**config.mk**
```make
export PLATFORM = sky130hd
export DESIGN_NAME = arb_requester
export DESIGN_NICKNAME = d
export VERILOG_FILES = /design/src/rtl/arb_requester.sv
export SDC_FILE = /design/constraint.sdc
export NUM_CORES = 1
export LEC_CHECK = 0
export ABC_AREA = 1
export ABC_CLOCK_PERIOD_IN_PS = 2100
export BUFFER_PORTS_ARGS = -buffer_cell sky130_fd_sc_hd__buf_2
export CAP_MARGIN = 30
export CORE_MARGIN = 3
export CORE_UTILIZATION = 52
export DETAILED_ROUTE_END_ITERATION = 12
export HOLD_SLACK_MARGIN = 0.06
export PLACE_DENSITY_LB_ADDON = 0.2
export SLEW_MARGIN = 5
export SYNTH_ARGS = -nofsm -noshare
export SYNTH_HDL_FRONTEND = slang
export SYNTH_SLANG_ARGS = --single-unit
```
**constraint.sdc**
```tcl
create_clock -name clk_i -period 2.1 [get_ports clk_i]
set_input_delay 0.21 -clock clk_i [delete_from_list [all_inputs] [get_ports clk_i]]
set_output_delay 0.21 -clock clk_i [all_outputs]
set_load 0.05 [all_outputs]
```
**src/rtl/arb_requester.sv**
```systemverilog
// rtl/arb_requester.sv - queued burst requester toward a shared arbiter.
// Optional grant watchdog enabled by ARB_REQUESTER_TIMEOUT_EN.
module arb_requester #(
  parameter int FIFO_DEPTH = 4,
  parameter int LEN_W      = 4
) (
  input  logic                        clk_i,
  input  logic                        rst_ni,
  input  logic                        job_valid_i,
  input  logic [LEN_W-1:0]            job_len_i,
  output logic                        job_ready_o,
  output logic                        req_o,
  input  logic                        gnt_i,
  output logic                        beat_valid_o,
  output logic                        beat_last_o,
  output logic [LEN_W-1:0]            beat_idx_o,
`ifdef ARB_REQUESTER_TIMEOUT_EN
  output logic                        timeout_o,
`endif
  output logic [$clog2(FIFO_DEPTH):0] pending_o
);
  localparam int AW = $clog2(FIFO_DEPTH);
  localparam int CW = AW + 1;

  typedef enum logic [1:0] {S_IDLE, S_REQ, S_BUSY, S_REL} state_t;

  state_t            state_q, state_d;
  logic [LEN_W-1:0]  mem_q [FIFO_DEPTH];
  logic [AW-1:0]     wr_ptr_q, rd_ptr_q;
  logic [CW-1:0]     cnt_q;
  logic [LEN_W-1:0]  len_q, len_d;
  logic [LEN_W-1:0]  idx_q, idx_d;
  logic              req_q, req_d;
  logic              bv_q, bv_d, bl_q, bl_d;
  logic [LEN_W-1:0]  bi_q, bi_d;
  logic              push, pop;

  assign job_ready_o  = cnt_q < CW'(FIFO_DEPTH);
  assign push         = job_valid_i && job_ready_o;
  assign pop          = (state_q == S_IDLE) && (cnt_q != '0);
  assign pending_o    = cnt_q;
  assign req_o        = req_q;
  assign beat_valid_o = bv_q;
  assign beat_last_o  = bl_q;
  assign beat_idx_o   = bi_q;

  always_ff @(posedge clk_i) begin
    if (push) mem_q[wr_ptr_q] <= job_len_i;
  end

  // Power-of-two depth lets the pointers wrap naturally.
  always_ff @(posedge clk_i or negedge rst_ni) begin
    if (!rst_ni) begin
      wr_ptr_q <= '0;
      rd_ptr_q <= '0;
      cnt_q    <= '0;
    end else begin
      if (push) wr_ptr_q <= wr_ptr_q + 1'b1;
      if (pop)  rd_ptr_q <= rd_ptr_q + 1'b1;
      case ({push, pop})
        2'b10:   cnt_q <= cnt_q + CW'(1);
        2'b01:   cnt_q <= cnt_q - CW'(1);
        default: cnt_q <= cnt_q;
      endcase
    end
  end

`ifdef ARB_REQUESTER_TIMEOUT_EN
  logic [7:0] to_cnt_q, to_cnt_d;
  logic       to_q, to_d;
  assign timeout_o = to_q;
`endif

  always_comb begin
    state_d = state_q;
    req_d   = req_q;
    len_d   = len_q;
    idx_d   = idx_q;
    bv_d    = 1'b0;
    bl_d    = 1'b0;
    bi_d    = '0;
`ifdef ARB_REQUESTER_TIMEOUT_EN
    to_cnt_d = '0;
    to_d     = 1'b0;
`endif
    case (state_q)
      S_IDLE: begin
        if (cnt_q != '0) begin
          len_d   = mem_q[rd_ptr_q];
          idx_d   = '0;
          req_d   = 1'b1;
          state_d = S_REQ;
        end
      end
      S_REQ: begin
        if (gnt_i) begin
          state_d = S_BUSY;
        end
`ifdef ARB_REQUESTER_TIMEOUT_EN
        else if (to_cnt_q == 8'd254) begin
          to_d    = 1'b1;
          req_d   = 1'b0;
          state_d = S_REL;
        end else begin
          to_cnt_d = to_cnt_q + 8'd1;
        end
`endif
      end
      S_BUSY: begin
        // Grant low is preemption: hold position and keep requesting.
        if (gnt_i) begin
          bv_d = 1'b1;
          bi_d = idx_q;
          bl_d = (idx_q == len_q);
          if (idx_q == len_q) begin
            req_d   = 1'b0;
            state_d = S_REL;
          end else begin
            idx_d = idx_q + 1'b1;
          end
        end
      end
      default: state_d = S_IDLE;
    endcase
  end

  always_ff @(posedge clk_i or negedge rst_ni) begin
    if (!rst_ni) begin
      state_q <= S_IDLE;
      req_q   <= 1'b0;
      len_q   <= '0;
      idx_q   <= '0;
      bv_q    <= 1'b0;
      bl_q    <= 1'b0;
      bi_q    <= '0;
    end else begin
      state_q <= state_d;
      req_q   <= req_d;
      len_q   <= len_d;
      idx_q   <= idx_d;
      bv_q    <= bv_d;
      bl_q    <= bl_d;
      bi_q    <= bi_d;
    end
  end

`ifdef ARB_REQUESTER_TIMEOUT_EN
  always_ff @(posedge clk_i or negedge rst_ni) begin
    if (!rst_ni) begin
      to_cnt_q <= '0;
      to_q     <= 1'b0;
    end else begin
      to_cnt_q <= to_cnt_d;
      to_q     <= to_d;
    end
  end
`endif
endmodule
```
==> impl_metrics.tcl <==
set metrics [dict create \
    ys_ff_latch 40 \
    dpl.hpwl_um 2250 \
    die_w_um 66.0 \
    synth_top_family_by_area "simple AND/OR/NAND/NOR gates" \
    critPathRequiredTime_ns 2.33 \
    grt_max_degree 25 \
    routed_wl_um 3050 \
    fin_cells 267 \
    r2r_cells 10 \
    final_common_cell "nand2_1" \
    worst_ep_arrival_time_ns 2.09 \
    nFillCells 276 \
    grt_pass1_wl_um 5280 \
    cts_resized 0 \
    cts_buffer_depth 2 \
    met2_wirelength_um 1440 \
    die_h_um 66.0 \
    clk_latency_ns 0.35 \
    multiInputGateArea_um2 694 \
    hold_path_end "mem_q[1][3]" \
    gr-total-overflow 0 \
    synth-seq-area-share_pct 57.7 \
    fin_setup_tns_ns 0 \
    crit_fanout 3 \
    pin_count 19 \
    ys.flop_type "dfrtp_1" \
    critical_path_class "reg2reg" \
    dr.first_iter.drc_count 93 \
    die-area_mm2 0.00436 \
    synth_cell_type_count 21 \
    drc 0 \
    mostFrequentLayoutCells "nand2_1, nor2_1, inv_1" \
    via_count 1272 \
    area_growth_pct 13.5 \
    min_period_over_period_pct 88.4 \
    synth-compound-area-share_pct 5.34 \
    max_slew.worst_pin.slew_ns 0.538 \
    wl_met3_um 123 \
    hold_viol 0 \
    postSynth.asyncResetShare_pct 60.0 \
    synth-simple-area-share_pct 21.1 \
    relSlewSlack_pct 64.1 \
    powerDensity_mw_per_mm2 1460 \
    synth-edff-count 16 \
    hold_depth 1 \
    yosys.area_share.adder_pct 7.08 \
    root_buffer "clkbuf_4" \
    dp.cells 256 \
    synth_area_mm2 0.00187 \
    slew_viol_final 0 \
    status "finished, final reports clean" \
    cts_tree "yes" \
    leakagePower_nw 1.02 \
    grt_pass1_vias 1209 \
    cts_buffers 5 \
    avgSynthCellArea_um2 9.61 \
    cts-hold-fix-buffers 2 \
    hold_path_startpoint "job_len_i[3]" \
    ir_drop_mv 0.953 \
    worst_setup_path_start_kind "register" \
    seqCellArea_mm2 0.00108 \
    crit_path_end_kind "register" \
    core-area_mm2 0.00339 \
    place_congestion 0.852 \
    first_pass_iters 4 \
    htreeDepth 2 \
    cts_setup_buffers 0 \
    top_layer "met4" \
    synthMuxAreaShare_pct 0 \
    max_freq_mhz 539 \
    nets 238 \
    skew_ns 0.0125 \
    io_buffers 18 \
    viasPerCell 4.76 \
    rows 21 \
    reg2reg_setup_slack_ns 0.24 \
    antenna_left 0 \
    finalCriticalPeriod_ns 1.86 \
    setup_violations 0 \
    initial_core_util_pct 55.3 \
    syn-num-nets 213 \
    antenna_cells 0 \
    netlist_instances 195 \
    layout-drive-gt1-share_pct 20.4 \
    r2r_end "pending_o[2]" \
    synth_top_cell_by_area "dfrtp_1" \
    max_cap_violations 0 \
    clkSinkCount 40 \
    grt_setup_unrepaired "false" \
    m1WireLength_um 1430 \
    netlist_top_cells_area "dfrtp_1, edfxtp_1, nand2_1, nor2_1, ha_1" \
    synthXorXnorAreaFrac_pct 2.34 \
    wl_per_cell_um 11.4 \
    regToRegStartpoint "state_q[0]" \
    antenna_found_initial 0 \
    yosysTopAreaCellShare_pct 32.1 \
    grt_usage_pct 16.3 \
    clk_pin_slew_ns 0.12 \
    worstHoldPathType "in2reg" \
    yosysWarnings 0 \
]
-- how the worst max path moves through the flow --
stage,start,end,slack (ns)
after floorplan,pending_o[2],pending_o[2],0.003
after global placement,state_q[0],pending_o[2],0.31
after detailed placement,state_q[0],pending_o[2],0.23
after CTS,state_q[0],pending_o[2],0.23
after global routing,state_q[0],pending_o[2],0.16
final,state_q[0],pending_o[2],0.24
-- layout make-up --
type                            instances  area share (%)
Clock buffer                            5            1.77
Clock inverter                          3           0.883
Inverter                               27            4.94
Multi-Input combinational cell        124            32.7
Sequential cell                        40            51.0
Tap cell                               46            2.71
Timing Repair Buffer                   22            6.00
-- power breakdown --
group | switching, mW | leakage, nW | internal, mW | total, mW
registers | 0.173 | 0.446 | 1.04 | 1.21
clock network | 0.246 | 0.0349 | 0.129 | 0.374
logic | 1.00 | 0.536 | 0.508 | 1.51
-- metrics by stage --
step / total power, mW / utilization (%) / instance area [µm²] / hold WS (ns) / setup slack [ns]
finish: 3.10 / 62.7 / 2130 / 0.0700 / 0.244
global route: 3.39 / 62.7 / 2130 / 0.0654 / 0.155
CTS: 3.13 / 62.4 / 2120 / 0.0635 / 0.226
detailed placement: 2.75 / 60.2 / 2040 / 0.222 / 0.226
global placement: 2.67 / 60.2 / 2040 / 0.212 / 0.314
floorplan: 2.41 / - / 1900 / -0.0856 / 0.00331
-- worst max-delay path: stages (launching register included) --
cell,delay (ns)
dfrtp_1,0.41
inv_1,0.09
ha_1,0.20
nand2_1,0.08
inv_1,0.10
ha_4,0.13
inv_1,0.06
fa_2,0.34
a21oi_1,0.12
o21ai_1,0.08
xor2_1,0.14
-- flip-flops by register name, summed over array words and instances, names as in the netlist --
name,count
state_q,2
idx_q,4
req_o,1
beat_valid_o,1
mem_q,16
rd_ptr_q,2
beat_last_o,1
beat_idx_o,4
pending_o,3
len_q,4
wr_ptr_q,2
-- metal layers --
layer	vias to the layer above	global-route usage [%]
met3	6	4.59
met4	0	6.09
met1	582	20.4
li1	663	-
met5	-	0
met2	21	26.9
-- kinds of logic after synthesis --
logic type	count (synthesis)
AND/OR/NAND/NOR	89
flip-flops	40
XOR/XNOR	5
buffers and inverters	31
AO/OA/AOI/OAI	20
adder cells (fa/ha/maj)	10
-- cells in the mapped netlist (3+ instances only) --
| cell type | number |
|---|---|
| buf_2 | 3 |
| dfrtp_1 | 24 |
| edfxtp_1 | 16 |
| ha_1 | 9 |
| inv_1 | 26 |
| nand2_1 | 40 |
| nand2_2 | 4 |
| nand3_1 | 6 |
| nor2_1 | 31 |
| o21ai_0 | 18 |
| xor2_1 | 3 |
Note: power is estimated with default switching activity, not from simulation.
